## src/rtl/if_fetch_stage_pkg.sv

```systemverilog
// Shared constants and state encoding for the instruction-fetch stage.
// Imported by the fetch stage, its IF/ID register and the imem interface users.
package if_fetch_stage_pkg;

   localparam int          XLEN_DEF      = 32;
   localparam int          PC_INC_DEF    = 4;
   localparam logic [31:0] NOP_INSTR_DEF = 32'h0000_0000;

   typedef enum logic [1:0] {
      ST_IDLE  = 2'd0,
      ST_FETCH = 2'd1,
      ST_HOLD  = 2'd2,
      ST_DRAIN = 2'd3
   } fetch_state_e;

endpackage

```

## src/rtl/if_fetch_stage_if.sv

```systemverilog
// Instruction-memory valid/ready port between the fetch stage (master) and imem (slave).
// Once req is raised, req/addr stay put until the slave answers with ready.
interface if_fetch_stage_if #(
   parameter int XLEN = 32
);

   logic            req;
   logic [XLEN-1:0] addr;
   logic            ready;
   logic [XLEN-1:0] data;

   modport master (output req, output addr, input ready, input data);
   modport slave  (input req, input addr, output ready, output data);

endinterface

```

## src/rtl/if_id_reg.sv

```systemverilog
// IF/ID pipeline register: a bubble has priority over a load, otherwise the contents hold.
// A load captures pc, pc + PC_INC and the instruction as one valid entry.
module if_id_reg
   import if_fetch_stage_pkg::*;
#(
   parameter int              XLEN      = XLEN_DEF,
   parameter int              PC_INC    = PC_INC_DEF,
   parameter logic [XLEN-1:0] NOP_INSTR = XLEN'(NOP_INSTR_DEF)
) (
   input  logic            clk_i,
   input  logic            rst_i,
   input  logic            bubble_i,
   input  logic            load_i,
   input  logic [XLEN-1:0] pc_i,
   input  logic [XLEN-1:0] instr_i,
   output logic            valid_o,
   output logic [XLEN-1:0] pc_o,
   output logic [XLEN-1:0] pc_plus4_o,
   output logic [XLEN-1:0] instr_o
);

   always_ff @(posedge clk_i or negedge rst_i) begin
      if (!rst_i) begin
         valid_o    <= 1'b0;
         pc_o       <= '0;
         pc_plus4_o <= '0;
         instr_o    <= NOP_INSTR;
      end else if (bubble_i) begin
         valid_o    <= 1'b0;
         pc_o       <= '0;
         pc_plus4_o <= '0;
         instr_o    <= NOP_INSTR;
      end else if (load_i) begin
         valid_o    <= 1'b1;
         pc_o       <= pc_i;
         pc_plus4_o <= pc_i + XLEN'(PC_INC);
         instr_o    <= instr_i;
      end
   end

endmodule

```

## src/rtl/if_fetch_stage.sv

```systemverilog
// Instruction-fetch stage: drives the imem handshake, loads IF/ID, and stalls the PC while
// waiting on imem, on ID back-pressure or while draining a fetch squashed by a flush.
module if_fetch_stage
   import if_fetch_stage_pkg::*;
#(
   parameter int              XLEN      = XLEN_DEF,
   parameter int              PC_INC    = PC_INC_DEF,
   parameter logic [XLEN-1:0] NOP_INSTR = XLEN'(NOP_INSTR_DEF)
) (
   input  logic                     clk_i,
   input  logic                     rst_i,
   input  logic                     start_i,
   input  logic [XLEN-1:0]          pc_i,
   input  logic                     stall_id_i,
   input  logic                     flush_i,
   if_fetch_stage_if.master         imem,
   output logic                     fetch_stall_o,
   output logic [XLEN-1:0]          pc_plus4_o,
   output logic                     id_valid_o,
   output logic [XLEN-1:0]          id_pc_o,
   output logic [XLEN-1:0]          id_pc_plus4_o,
   output logic [XLEN-1:0]          id_instr_o
);

   fetch_state_e    state_q, state_d;
   logic            req_q;
   logic [XLEN-1:0] req_pc_q;
   logic [XLEN-1:0] hold_pc_q;
   logic [XLEN-1:0] hold_instr_q;
   logic            id_bubble;
   logic            id_load;
   logic            use_hold;
   logic            hold_capture;

   assign pc_plus4_o = pc_i + XLEN'(PC_INC);
   assign imem.req   = req_q;

   // A flush always wins: IF/ID bubbles and the PC is released to load the branch target,
   // while an unanswered request keeps its address alive in DRAIN until imem accepts it.
   always_comb begin
      state_d       = state_q;
      fetch_stall_o = 1'b1;
      id_bubble     = 1'b0;
      id_load       = 1'b0;
      use_hold      = 1'b0;
      hold_capture  = 1'b0;
      imem.addr     = pc_i;
      unique case (state_q)
         ST_IDLE: begin
            id_bubble = 1'b1;
            if (start_i) state_d = ST_FETCH;
         end
         ST_FETCH: begin
            if (flush_i) begin
               fetch_stall_o = 1'b0;
               id_bubble     = 1'b1;
               if (!imem.ready) state_d = ST_DRAIN;
            end else if (imem.ready && !stall_id_i) begin
               fetch_stall_o = 1'b0;
               id_load       = 1'b1;
            end else if (imem.ready) begin
               hold_capture = 1'b1;
               state_d      = ST_HOLD;
            end else if (!stall_id_i) begin
               id_bubble = 1'b1;
            end
         end
         ST_HOLD: begin
            if (flush_i) begin
               fetch_stall_o = 1'b0;
               id_bubble     = 1'b1;
               state_d       = ST_FETCH;
            end else if (!stall_id_i) begin
               fetch_stall_o = 1'b0;
               id_load       = 1'b1;
               use_hold      = 1'b1;
               state_d       = ST_FETCH;
            end
         end
         ST_DRAIN: begin
            imem.addr = req_pc_q;
            if (flush_i) begin
               fetch_stall_o = 1'b0;
               id_bubble     = 1'b1;
            end else begin
               if (imem.ready) state_d = ST_FETCH;
               if (!stall_id_i) id_bubble = 1'b1;
            end
         end
         default: state_d = ST_IDLE;
      endcase
   end

   always_ff @(posedge clk_i or negedge rst_i) begin
      if (!rst_i) begin
         state_q      <= ST_IDLE;
         req_q        <= 1'b0;
         req_pc_q     <= '0;
         hold_pc_q    <= '0;
         hold_instr_q <= NOP_INSTR;
      end else begin
         state_q <= state_d;
         req_q   <= (state_d == ST_FETCH) || (state_d == ST_DRAIN);
         if (state_q == ST_FETCH) req_pc_q <= pc_i;
         if (flush_i && (state_q != ST_IDLE)) begin
            hold_pc_q    <= '0;
            hold_instr_q <= NOP_INSTR;
         end else if (hold_capture) begin
            hold_pc_q    <= pc_i;
            hold_instr_q <= imem.data;
         end
      end
   end

   if_id_reg #(
      .XLEN      (XLEN),
      .PC_INC    (PC_INC),
      .NOP_INSTR (NOP_INSTR)
   ) u_if_id_reg (
      .clk_i      (clk_i),
      .rst_i      (rst_i),
      .bubble_i   (id_bubble),
      .load_i     (id_load),
      .pc_i       (use_hold ? hold_pc_q : pc_i),
      .instr_i    (use_hold ? hold_instr_q : imem.data),
      .valid_o    (id_valid_o),
      .pc_o       (id_pc_o),
      .pc_plus4_o (id_pc_plus4_o),
      .instr_o    (id_instr_o)
   );

endmodule

```

## src/flat_wrapper.sv

```systemverilog
// flat-port wrapper written by rule: the top's interface ports become plain ports
module if_fetch_stage_flat import if_fetch_stage_pkg::*;
#(
   parameter int              XLEN      = XLEN_DEF,
   parameter int              PC_INC    = PC_INC_DEF,
   parameter logic [XLEN-1:0] NOP_INSTR = XLEN'(NOP_INSTR_DEF)
)
  (clk_i, rst_i, start_i, pc_i, stall_id_i, flush_i, fetch_stall_o, pc_plus4_o, id_valid_o, id_pc_o, id_pc_plus4_o, id_instr_o, imem_req, imem_addr, imem_ready, imem_data);
  if_fetch_stage_if #(.XLEN(XLEN)) imem_i ();
  input  logic clk_i;
  input  logic rst_i;
  input  logic start_i;
  input  logic [XLEN-1:0] pc_i;
  input  logic stall_id_i;
  input  logic flush_i;
  output logic fetch_stall_o;
  output logic [XLEN-1:0] pc_plus4_o;
  output logic id_valid_o;
  output logic [XLEN-1:0] id_pc_o;
  output logic [XLEN-1:0] id_pc_plus4_o;
  output logic [XLEN-1:0] id_instr_o;
  output wire logic [$bits(imem_i.req)-1:0] imem_req;
  output wire logic [$bits(imem_i.addr)-1:0] imem_addr;
  input wire logic [$bits(imem_i.ready)-1:0] imem_ready;
  input wire logic [$bits(imem_i.data)-1:0] imem_data;
  assign imem_req = imem_i.req;
  assign imem_addr = imem_i.addr;
  assign imem_i.ready = imem_ready;
  assign imem_i.data = imem_data;
  if_fetch_stage #(.XLEN(XLEN), .PC_INC(PC_INC), .NOP_INSTR(NOP_INSTR)) u_core (.clk_i(clk_i), .rst_i(rst_i), .start_i(start_i), .pc_i(pc_i), .stall_id_i(stall_id_i), .flush_i(flush_i), .imem(imem_i), .fetch_stall_o(fetch_stall_o), .pc_plus4_o(pc_plus4_o), .id_valid_o(id_valid_o), .id_pc_o(id_pc_o), .id_pc_plus4_o(id_pc_plus4_o), .id_instr_o(id_instr_o));
endmodule
```

## config.mk

```make
export PLATFORM = sky130hd
export DESIGN_NAME = if_fetch_stage_flat
export DESIGN_NICKNAME = d
export VERILOG_FILES = /design/src/rtl/if_fetch_stage_pkg.sv /design/src/rtl/if_fetch_stage_if.sv /design/src/rtl/if_id_reg.sv /design/src/rtl/if_fetch_stage.sv /design/src/flat_wrapper.sv
export SDC_FILE = /design/constraint.sdc
export NUM_CORES = 1
export LEC_CHECK = 0
export ABC_CLOCK_PERIOD_IN_PS = 7300
export BUFFER_PORTS_ARGS = -buffer_cell sky130_fd_sc_hd__buf_2
export CAP_MARGIN = 20
export CORE_MARGIN = 10
export CORE_UTILIZATION = 40
export CTS_BUF_LIST = sky130_fd_sc_hd__clkbuf_16
export DETAILED_ROUTE_END_ITERATION = 7
export HOLD_SLACK_MARGIN = 0.03
export PLACE_DENSITY = 0.63
export SYNTH_ARGS = -nofsm -noshare
export SYNTH_HDL_FRONTEND = slang
export SYNTH_SLANG_ARGS = --single-unit
```

## constraint.sdc

```tcl
create_clock -name clk_i -period 7.3 [get_ports clk_i]
set_clock_uncertainty 0.05 [all_clocks]
set_input_delay 0.73 -clock clk_i [delete_from_list [all_inputs] [get_ports clk_i]]
set_output_delay 0.73 -clock clk_i [all_outputs]
set_load 0.01 [all_outputs]
```

==> metrics list <==
- Summed over all instances, the cell type with the most area after synthesis is dfrtp_1.
- All-layer global routing usage: 18.7%
- The worst-case IR drop observed on VDD is 0.145 mV.
- Multi-input combinational cell area: 4640 um2
* Cells after DPL: 1457
* Fraction of post-synthesis cell area in the top cell type by area: 48.8%
* Pin count of the biggest net entering global routing: 124
- In the global route stage, met2 resource usage came out at 26.5%.
* Critical path's top delay family: simple AND/OR/NAND/NOR gates
* EDFF count, synth: 0
- Fraction of layout instances using a drive strength above 1: 30.5%
- The cell area that synthesis handed to floorplanning was 9900 um2.
- Post-Route WL: 30300 um
* Post-CTS clock slew at the launch and capture registers of the worst setup and hold paths: 0.08 ns
* Vias after detailed routing: 8252
- Most instantiated flip-flop cell in the synthesis netlist: dfrtp_1
- The worst hold path belongs to the class primary input to async pin.
- The filler cells instantiated in the layout total 2388.
- Number of different library cells in the post-synthesis netlist: 56
- Initial cell density of the core: 40.7%
- The setup path with the least slack is of type flip-flop to flip-flop.
- Core ar.: 24300 um2
- When the netlist entered floorplanning its net count stood at 1065.
* Post-CTS Hold Buffers: 0
* Y dimension of the die: 177 um
- TritonCTS Sinks: 193
- At the pin with the least slew margin, the transition time is 1.09 ns.
- The layer flagged by global routing as most heavily used is met1.
- The flow ran to the end, and the final reports show no timing, DRC or antenna violations.
- After synthesis, the share of flip-flops with an asynchronous set or reset is 100%.
- The cell sitting at the root of the clock tree is a clkbuf_16.
- Number of buffers on the longest clock path: 2
- The critical path contains buffers and inverters numbering 2 combined.
- Sequential cells were found to cover 48.8% of the synthesized design area.
- Number of global-route vias before repair: 8186
- The sequential cells in the finished layout cover a total of 4830 um2.
- Excluding fillers, the count of instances in the completed layout stands at 1489.
- Setup Total Neg Slack: 0 ns
- Measured along the x axis, the die boundary spans 177 um.
* Port-buffer cells: 232
- Cells traversed along the worst timing path: inv_1 > ha_1 > or3b_2 > buf_4 > nand2_1 > nand2_1 > ha_1 > nand3_1 > nor3_1 > o221ai_2 > nor3_1 > mux2i_1 > nand2_1
* Final critical delay including setup and external delays: 4.27 ns
- # resized after CTS: 0
- Final Max Tran Viols: 0
* DRC violations left: 0
- Data on the critical path arrives at its endpoint at 4.54 ns.
- In the global route stage, met1 resource usage came out at 27.2%.
- Setup violations remaining at the end of the flow were counted as 0.
- Vias/cell: 5.54
* P_leak: 0.00540 uW
- Yosys Warn Count: 0
- In this run the remaining antenna-violating nets after routing total 0.
- Maximum frequency from static timing analysis: 234 MHz
- Count leader, synth: dfrtp_1
* ANT cells: 0
- For this run, the slowest stage of the critical path takes 0.75 ns.
- Endpoint kind of the worst setup timing path: flip-flop
* Routed wire per std cell: 20.3 um
- In this run the mean area of a mapped cell was 10.0 um2.
* Clock buffers created by TritonCTS: 17
* Startpoint kind of the worst setup timing path: flip-flop
- The first global-routing pass estimated 47500 um of wire.
* Total number of nets in the final design: 1228
- # Max-Cap Violations: 0
- Power spread over the standard cell area amounts to 305 nW/um2.
* Number of standard cells after synthesis: 989
- Cell repeated most along the worst path: nand2_1
* Routability-driven placement congestion ratio: 0.843
- After synthesis, the cell types taking the most area are dfrtp_1 49%, mux2_2 7.4%, a22o_1 5.7%.
- Boundary Pins: 233
- TritonCTS built the clock tree.
- After legalization and detailed placement, the total HPWL measured 21000 um.
- First-pass detailed-route iteration total: 5
- The floorplan has 57 rows.
* Total gr overflow: 0
* Area enclosed by the die boundary: 31400 um2
- The clock reaches the later pin of the worst-skew pair after 0.43 ns.
- Critical path required time: 7.58 ns
- Worst rel slew slack: 27.0%
* Area of all placed cells without fillers: 11800 um2
- Maximum level of the CTS H-tree: 4
- On the critical path, the stage with the largest delay is an instance of or3b_2.
* Share of the core filled with cells: 48.4%
- Compared with the post-synthesis result, the final layout area differs by 18.8%.
- The count of final hold-check violations came to 0.
- After synthesis, the most frequently instantiated cells are 193 x dfrtp_1, 129 x nand2_1, 101 x nor2_1, 65 x mux2_2, 64 x a22o_1.
* Placed cell areas: 11100 um2
* Maximum net fanout on the critical path: 35
- The initial antenna violation count came to 0.
* Setup Fix Bufs, Post-CTS: 0
* Number of synthesized register bits: 193
- For met3 alone, demand over resource in global routing was 5.84%.
- Final Cycle Share: 58.5%
- Number of design-rule violations left by the first detailed-router iteration: 611
- Setup repair after global routing left no endpoint under its margin.
-- state kept, by name, indices dropped and copies added (netlist names) --
name / cells
u_core.hold_instr_q: 32
u_core.u_if_id_reg.instr_o: 32
u_core.hold_pc_q: 32
u_core.state_q: 1
u_core.u_if_id_reg.pc_plus4_o: 30
u_core.req_pc_q: 32
u_core.u_if_id_reg.pc_o: 32
u_core.u_if_id_reg.valid_o: 1
u_core.imem.req: 1
-- per-stage QoR --
stage,setup slack (ns),hold WS [ns],power (uW)
after global placement,3.13,0.426,2650
final,3.03,0.365,3580
after floorplan,3.50,0.384,2240
after detailed placement,2.96,0.431,2670
after CTS,3.08,0.416,3620
after global routing,2.67,0.455,3800
-- final timing paths --
path / from / end / slack [ns] / cells past startpoint
max in group asynchronous: rst_i / u_core.u_if_id_reg.pc_o[31] / 5.33 / 2
min in group clk_i: start_i / u_core.state_q[1] / 0.44 / 2
worst max-delay path: u_core.imem.req / u_core.u_if_id_reg.pc_plus4_o[28] / 3.03 / 13
worst max register to register: u_core.imem.req / u_core.u_if_id_reg.pc_plus4_o[28] / 3.03 / 13
worst min register to register: u_core.hold_instr_q[31] / u_core.hold_instr_q[31] / 0.45 / 1
worst min-delay path: rst_i / u_core.req_pc_q[12] / 0.37 / 1
-- routing by layer --
layer  wire, um  vias up
met1      14500     4054
met4        405        0
met3       2430       17
met2      13000      292
li1           -     3889
met5          0        -
-- report_power, final --
part,internal [uW],switching (uW)
Combinational,459,690
Sequential,1320,160
Clock,467,484
Total,2250,1330
-- area by class of cell --
cell class | instances | share of cell area [%]
clock buffer | 17 | 3.62
clock inverter | 15 | 1.60
inverter | 9 | 0.287
multi-input combinational | 690 | 39.5
sequential | 193 | 41.1
tap | 324 | 3.45
timing repair buffer | 241 | 10.5
-- kinds of logic (layout without fill, tap and decap cells) --
family                   count (synthesis)  count (layout)  share of synthesized area (%)
AO/OA/AOI/OAI                          204             204                           15.7
XOR/XNOR                                39              39                           3.45
adder cells (fa/ha/maj)                  6               6                          0.758
buffers and inverters                  106             282                           4.79
flip-flops                             193             193                           48.8
multiplexers                            94              94                           10.3
AND/OR/NAND/NOR                        347             347                           16.2
-- placed cells by master (no fill, tap or decap), drive strengths merged, types with 3 or more instances in the layout --
master  Yosys  layout
or4         6       6
nor2      101     101
a211oi     27      27
mux2       65      65
ha          6       6
clkbuf     62      18
nor3       18      18
buf        35     240
a22o       64      64
nand2     129     129
and3       15      15
inv         9      15
and2        4       4
nor4        3       3
nand3      39      39
nand4      15      15
nor4b       4       4
a311oi     36      36
a21oi      32      32
a31oi       8       8
xnor2      21      21
dfrtp     193     193
o21ai      14      14
or3         5       5
mux2i      29      29
xor2       18      18
o31ai       4       4
clkinv      0       8
No activity file was read; power rests on OpenSTA's default activity.
